==> src/rtl/mem_arbiter.sv <==
`default_nettype none
// ============================================================================
// Module      : mem_arbiter
// Description : Shares one single-port memory between the instruction-fetch
//               port (IF) and the load/store port (LS). Each access walks
//               IDLE -> REQ -> WAIT and finishes with a one-cycle ack on the
//               owning port. LS normally wins a tie, but after STARVE_MAX
//               back-to-back LS grants with IF waiting, IF is forced through.
//               A WAIT phase longer than TIMEOUT cycles aborts the access
//               with an o_err pulse.
// Revision    : 1.0 - initial release
// ----------------------------------------------------------------------------
// Ports
//   i_clk, i_rst_n        clock (rising edge), synchronous active-low reset
//   if_req/if_addr        fetch request and address
//   if_rdata/if_ack       fetch data and one-cycle completion pulse
//   ls_req/ls_we/ls_bmask LSU request, store flag, store byte enables
//   ls_addr/ls_wdata      LSU address and store data
//   ls_rdata/ls_ack       load data and one-cycle completion pulse
//   mem_req               one-cycle issue strobe to memory
//   mem_we/mem_bmask      write enable and byte enables (held until next grant)
//   mem_addr/mem_wdata    address and write data (held until next grant)
//   mem_rvalid/mem_rdata  memory response (also marks write completion)
//   o_stall_if/o_stall_ls combinational hold requests to the hazard logic
//   o_err                 one-cycle pulse when an access times out
// ============================================================================
module mem_arbiter #(
  parameter int ADDR_W     = 32,
  parameter int DATA_W     = 32,
  parameter int STARVE_MAX = 4,
  parameter int TIMEOUT    = 16
) (
  input  logic              i_clk,
  input  logic              i_rst_n,
  // instruction-fetch port
  input  logic              if_req,
  input  logic [ADDR_W-1:0] if_addr,
  output logic [DATA_W-1:0] if_rdata,
  output logic              if_ack,
  // load/store port
  input  logic              ls_req,
  input  logic              ls_we,
  input  logic [3:0]        ls_bmask,
  input  logic [ADDR_W-1:0] ls_addr,
  input  logic [DATA_W-1:0] ls_wdata,
  output logic [DATA_W-1:0] ls_rdata,
  output logic              ls_ack,
  // memory side
  output logic              mem_req,
  output logic              mem_we,
  output logic [3:0]        mem_bmask,
  output logic [ADDR_W-1:0] mem_addr,
  output logic [DATA_W-1:0] mem_wdata,
  input  logic              mem_rvalid,
  input  logic [DATA_W-1:0] mem_rdata,
  // hazard / status
  output logic              o_stall_if,
  output logic              o_stall_ls,
  output logic              o_err
);

  localparam logic [3:0] c_STARVE_MAX   = 4'(STARVE_MAX);
  // The timer holds (WAIT cycles elapsed - 1); reaching this value means the
  // current cycle is the TIMEOUT-th WAIT cycle without a response.
  localparam logic [7:0] c_TIMEOUT_LAST = 8'(TIMEOUT - 1);

  typedef enum logic [1:0] {
    ST_IDLE = 2'd0,
    ST_REQ  = 2'd1,
    ST_WAIT = 2'd2
  } state_t;

  state_t              r_state;
  logic                r_owner;       // 1 = LS owns the access, 0 = IF
  logic [3:0]          r_starve_cnt;
  logic [7:0]          r_timer;

  logic                r_mem_req;
  logic                r_mem_we;
  logic [3:0]          r_mem_bmask;
  logic [ADDR_W-1:0]   r_mem_addr;
  logic [DATA_W-1:0]   r_mem_wdata;
  logic [DATA_W-1:0]   r_if_rdata;
  logic [DATA_W-1:0]   r_ls_rdata;
  logic                r_if_ack;
  logic                r_ls_ack;
  logic                r_err;

  logic                w_idle;
  logic                w_grant_ls;
  logic                w_grant_if;
  logic                w_owner_req;
  logic                w_timeout;

  assign w_idle      = (r_state == ST_IDLE);
  // LS wins ties until it has starved IF for STARVE_MAX grants in a row.
  assign w_grant_ls  = w_idle && ls_req && (r_starve_cnt < c_STARVE_MAX);
  assign w_grant_if  = w_idle && !w_grant_ls && if_req;
  // A requester that withdrew (fetch flush) gets no ack for its response.
  assign w_owner_req = r_owner ? ls_req : if_req;
  assign w_timeout   = (r_timer == c_TIMEOUT_LAST);

  always_ff @(posedge i_clk) begin
    if (!i_rst_n) begin
      r_state      <= ST_IDLE;
      r_owner      <= 1'b0;
      r_starve_cnt <= 4'd0;
      r_timer      <= 8'd0;
      r_mem_req    <= 1'b0;
      r_mem_we     <= 1'b0;
      r_mem_bmask  <= 4'd0;
      r_mem_addr   <= '0;
      r_mem_wdata  <= '0;
      r_if_rdata   <= '0;
      r_ls_rdata   <= '0;
      r_if_ack     <= 1'b0;
      r_ls_ack     <= 1'b0;
      r_err        <= 1'b0;
    end else begin
      // single-cycle pulses
      r_mem_req <= 1'b0;
      r_if_ack  <= 1'b0;
      r_ls_ack  <= 1'b0;
      r_err     <= 1'b0;

      // Starvation tracking: only LS grants that overtake a waiting fetch
      // count; the grant condition already bounds the count at STARVE_MAX.
      if (w_grant_if || !if_req) begin
        r_starve_cnt <= 4'd0;
      end else if (w_grant_ls) begin
        r_starve_cnt <= r_starve_cnt + 4'd1;
      end

      case (r_state)
        ST_IDLE: begin
          if (w_grant_ls) begin
            r_owner     <= 1'b1;
            r_mem_addr  <= ls_addr;
            r_mem_we    <= ls_we;
            r_mem_bmask <= ls_bmask;
            r_mem_wdata <= ls_wdata;
            r_mem_req   <= 1'b1;
            r_state     <= ST_REQ;
          end else if (w_grant_if) begin
            r_owner     <= 1'b0;
            r_mem_addr  <= if_addr;
            r_mem_we    <= 1'b0;
            r_mem_bmask <= 4'hF;
            r_mem_wdata <= '0;
            r_mem_req   <= 1'b1;
            r_state     <= ST_REQ;
          end
        end

        ST_REQ: begin
          r_timer <= 8'd0;
          r_state <= ST_WAIT;
        end

        ST_WAIT: begin
          // A response in the timeout cycle still counts as a completion.
          if (mem_rvalid) begin
            if (w_owner_req) begin
              if (r_owner) begin
                r_ls_rdata <= mem_rdata;
                r_ls_ack   <= 1'b1;
              end else begin
                r_if_rdata <= mem_rdata;
                r_if_ack   <= 1'b1;
              end
            end
            r_state <= ST_IDLE;
          end else if (w_timeout) begin
            r_err <= 1'b1;
            if (r_owner) begin
              r_ls_rdata <= '0;
              r_ls_ack   <= 1'b1;
            end else begin
              r_if_rdata <= '0;
              r_if_ack   <= 1'b1;
            end
            r_state <= ST_IDLE;
          end else begin
            r_timer <= r_timer + 8'd1;
          end
        end

        default: begin
          r_state <= ST_IDLE;
        end
      endcase
    end
  end

  assign mem_req    = r_mem_req;
  assign mem_we     = r_mem_we;
  assign mem_bmask  = r_mem_bmask;
  assign mem_addr   = r_mem_addr;
  assign mem_wdata  = r_mem_wdata;
  assign if_rdata   = r_if_rdata;
  assign ls_rdata   = r_ls_rdata;
  assign if_ack     = r_if_ack;
  assign ls_ack     = r_ls_ack;
  assign o_err      = r_err;

  assign o_stall_if = if_req & ~r_if_ack;
  assign o_stall_ls = ls_req & ~r_ls_ack;

endmodule
`default_nettype wire

==> config.mk <==
export PLATFORM = sky130hd
export DESIGN_NAME = mem_arbiter
export DESIGN_NICKNAME = d
export VERILOG_FILES = /design/src/rtl/mem_arbiter.sv
export SDC_FILE = /design/constraint.sdc
export NUM_CORES = 1
export LEC_CHECK = 0
export CAP_MARGIN = 20
export CORE_ASPECT_RATIO = 1.4
export CORE_MARGIN = 2
export CORE_UTILIZATION = 48
export CTS_BUF_LIST = sky130_fd_sc_hd__clkbuf_4 sky130_fd_sc_hd__clkbuf_8
export CTS_CLUSTER_DIAMETER = 40
export DETAILED_ROUTE_END_ITERATION = 12
export GPL_TIMING_DRIVEN = 0
export MAX_ROUTING_LAYER = met4
export PLACE_DENSITY = 0.95
export SYNTH_ARGS = -nofsm -noshare
export SYNTH_HDL_FRONTEND = slang
export SYNTH_SLANG_ARGS = --single-unit
==> constraint.sdc <==
create_clock -name i_clk -period 3.1 [get_ports i_clk]
set_clock_uncertainty 0.05 [all_clocks]
set_input_delay 0.62 -clock i_clk [delete_from_list [all_inputs] [get_ports i_clk]]
set_output_delay 0.62 -clock i_clk [all_outputs]
set_load 0.01 [all_outputs]
==> impl_summary.txt <==
----------------------------------------------------
[Outcome]
  Run status ... finished clean

[Die]
  Overall die width ... 105 um
  Starting density of the core ... approximately half
  I/O pin cnt ... 277
  Area of the die ... between 0.015 and 0.02 mm2
  Area of the core ... 0.0140 mm2
  Chip Height ... 146 um
  Site row count ... approximately 50

[Worst setup path]
  Cells traversed along the worst timing path ... clkdlybuf4s50_1, clkbuf_4, nor2b_1, clkdlybuf4s50_1
  Endpoint type of the worst setup path ... output port
  Largest incremental delay on the critical path ... 610 ps
  Most used cell, CP ... sky130_fd_sc_hd__clkdlybuf4s50_1
  Type of the setup path with the least slack ... in2out
  Worst setup path start ... ls_req
  Dominant delay contributor by cell family on the critical path ... buffers and inverters
  Crit path launch type ... input pin
  Buffers plus inverters on the worst setup path ... 3
  Crit path required time ... 2430 ps
  Crit path max fanout ... 19
  WP data arrival ... roughly 2200 ps
  Reg2reg start ... r_state[1]$_SDFFE_PN0P_
  Standard cell with the maximum stage delay on the critical path ... sky130_fd_sc_hd__clkdlybuf4s50_1

[Logic synthesis]
  Post-synthesis sequential area ratio ... 44.1%
  Gate count after technology mapping ... 831
  Dominant synthesized flop cell ... sky130_fd_sc_hd__dfxtp_1
  Flops & latches, synth ... between 150 and 200
  Number of enable-type register cells in the synthesized netlist ... 0
  Total number of yosys warnings ... 0
  Share of synthesized registers carrying an async set or reset ... 0%
  Post-synthesis cell type count ... 45
  Average cell area after synthesis ... about 8.3 um2
  Cell area after synthesis ... 0.00690 mm2
  Net count of the mapped netlist ... roughly 970

[Global route]
  Congestion Overflow GR ... 0
  Number of global-route vias before repair ... 7932
  Largest net degree at the start of global routing ... 17
  Wire length of the first global-routing pass ... 40600 um
  Total Routing Usage GR ... between 30% and 40%
  Number of antenna violations at the first check in global routing ... 0

[Timing]
  Relative max-transition margin ... 44.7%
  Final Max Tran Viols ... 0
  Max Clk Rate ... 344 MHz
  Share of the cycle needed by the critical path after routing ... 93.8%
  RSZ-0062 raised after global routing ... false
  Final hold slack ... 430 ps
  Worst Max-Slew Pin Slew ... 825 ps
  Final setup violation count ... 0
  Endpoints failing hold ... 0
  Worst-case setup margin in the final layout ... 193 ps
  Time the final worst path needs with I/O delays and setup ... 2910 ps

[Routing]
  Final wirelength ... between 20000 and 30000 um
  First-pass DRT Iterations ... 5
  Count of routing violations after the opening detailed-route iteration ... 536
  Vias post-DR ... 8176
  Post-detailed-route via-to-cell ratio ... 6.18
  DRC violations left ... 0
  Per-cell routed wire length ... 19.7 um
  Antenna-violating nets left ... 0

[Finish]
  Fraction of final layout cells sized beyond drive strength 1 ... approximately 5.7%
  Post-layout nets ... between 1000 and 1500
  Layout-stage area growth over the synthesis result ... 49.0%
  Total inserted antenna cells ... 0
  Area of all placed cells without fillers ... 0.0103 mm2

[Placed design]
  Routability congestion estimate ... a little over 1
  Instance area after placement ... 0.00990 mm2
  Sum of net half-perimeters after detailed placement ... between 15000 and 20000 um
  Input/output buffers ... 276
  Setup slack after placement ... -296 ps

[Power and ir drop]
  Power Dens Cells ... 456 mW/mm2
  Leak ... 3.44 nW
  Worst IR drop on VDD ... 0.000312 V

[Clocking]
  Clock latency on the worst-skew pair ... 460 ps
  Number of clock buffers inserted by TritonCTS ... 17
  CTS tree ... built
  Postcts setup bufs ... 0
  Maximum level of the CTS H-tree ... 4
  Clock transition at the registers of the reported paths ... roughly 80 ps
  CTS sink cnt ... between 150 and 200
  Clock root buffer ... sky130_fd_sc_hd__clkbuf_8
  Max clock buf depth ... 2

[Hold path]
  Worst hold path startpoint ... mem_addr[26]$_SDFFE_PN0P_
  Worst min path class ... reg2reg

[Run]
  Max cap viols ... 0

----------------------------------------------------
[power breakdown]
part / internal (mW) / switching, mW
sequential: 2.07 / 0.0801
combinational: 0.488 / 0.508
clock: 0.726 / 0.811
total: 3.29 / 1.40
[sequential cells by signal, summed over array words and instances, names as in the netlist, 2 cells and up]
| signal | flops |
|---|---|
| r_timer | 8 |
| mem_bmask | 4 |
| if_rdata | 32 |
| ls_rdata | 32 |
| r_state | 2 |
| r_starve_cnt | 4 |
| mem_wdata | 32 |
| mem_addr | 32 |
[cells in the mapped netlist (all sizes together), types with 3 or more instances]
cell | n | area share (%)
nand2b | 5 | 0.45
or3b | 3 | 0.38
mux2i | 6 | 0.87
inv | 3 | 0.16
a31oi | 32 | 2.9
o221ai | 64 | 8.1
dfxtp | 152 | 44
o211ai | 33 | 3.6
nor2 | 3 | 0.16
o311a | 5 | 0.73
nand4 | 64 | 5.8
nor3 | 3 | 0.29
nor4 | 6 | 0.85
clkbuf | 80 | 4.4
nand3 | 106 | 7.7
nand2 | 139 | 7.6
o31ai | 32 | 3.5
buf | 27 | 2.2
or3 | 5 | 0.45
a21oi | 38 | 2.8
[metal layers]
| layer | GRT usage [%] | share of wire [%] |
|---|---|---|
| met5 | - | 0 |
| met4 | 13.3 | 3.9 |
| met3 | 8.11 | 9.8 |
| met2 | 59.4 | 51 |
| met1 | 36.1 | 35 |
[logic make-up after synthesis]
logic type | count (synthesis) | share of synthesized area [%]
AO/OA/AOI/OAI | 214 | 22.8
adder cells (fa/ha/maj) | 2 | 0.363
buffers and inverters | 110 | 6.74
flip-flops | 152 | 44.1
multiplexers | 6 | 0.870
AND/OR/NAND/NOR | 347 | 25.1
[worst reg2reg max path: stages, from the launching register on]
cell and delay (ps):
sky130_fd_sc_hd__dfxtp_1 340, sky130_fd_sc_hd__buf_2 220, sky130_fd_sc_hd__nor3b_1 320, sky130_fd_sc_hd__clkbuf_1 430, sky130_fd_sc_hd__clkbuf_1 470, sky130_fd_sc_hd__o221ai_1 210
[worst paths after layout]
| kind | endpoint | slack [ps] | cells after the start |
|---|---|---|---|
| min reg2reg | mem_addr[26]$_SDFFE_PN0P_ | 430 | 2 |
| min | mem_addr[26]$_SDFFE_PN0P_ | 430 | 2 |
| max | o_stall_ls | 190 | 4 |
| max reg2reg | if_rdata[12]$_SDFFE_PN0P_ | 930 | 5 |
[through the flow]
| stage | total power, mW | setup TNS (ps) | utilization, % | cells |
|---|---|---|---|---|
| after floorplan | 2.60 | 0 | - | 831 |
| after global placement | 3.15 | -287 | 70.8 | 1292 |
| after detailed placement | 3.17 | -296 | 70.8 | 1292 |
| after CTS | 4.66 | 0 | 73.6 | 1323 |
| after global routing | 4.83 | 0 | 73.6 | 1322 |
| final | 4.69 | 0 | 73.6 | 1322 |
[cell usage in the layout, fill, tap and decap left out, types with 4 or more instances in the layout]
cell and count:
sky130_fd_sc_hd__nor4_1 4, sky130_fd_sc_hd__a31oi_1 32, sky130_fd_sc_hd__clkdlybuf4s50_1 276, sky130_fd_sc_hd__clkbuf_1 78
sky130_fd_sc_hd__clkbuf_8 17, sky130_fd_sc_hd__buf_4 4, sky130_fd_sc_hd__nand2_1 139, sky130_fd_sc_hd__clkinvlp_4 5
sky130_fd_sc_hd__or3_1 5, sky130_fd_sc_hd__o221ai_1 64, sky130_fd_sc_hd__buf_2 18, sky130_fd_sc_hd__nand2b_1 5
sky130_fd_sc_hd__o311a_1 5, sky130_fd_sc_hd__a21oi_1 38, sky130_fd_sc_hd__nand4_1 64, sky130_fd_sc_hd__o211ai_1 33
sky130_fd_sc_hd__mux2i_1 6, sky130_fd_sc_hd__o31ai_1 32, sky130_fd_sc_hd__nand3_1 106, sky130_fd_sc_hd__dfxtp_1 152
[timing repair]
action	in CTS	in global routing
endpoints found under the setup margin	1	1
gates resized for setup	3	0
hold buffers	0	0
[area by class of cell]
class | count | area, um2
Buffer | 106 | 454
Clock buffer | 18 | 241
Clock inverter | 13 | 146
Fill cell | 1000 | 3690
Inverter | 3 | 11.3
Multi-Input combinational cell | 569 | 3390
Sequential cell | 152 | 3040
Tap cell | 185 | 231
Timing Repair Buffer | 276 | 2760
No activity file was read; power rests on OpenSTA's default activity.
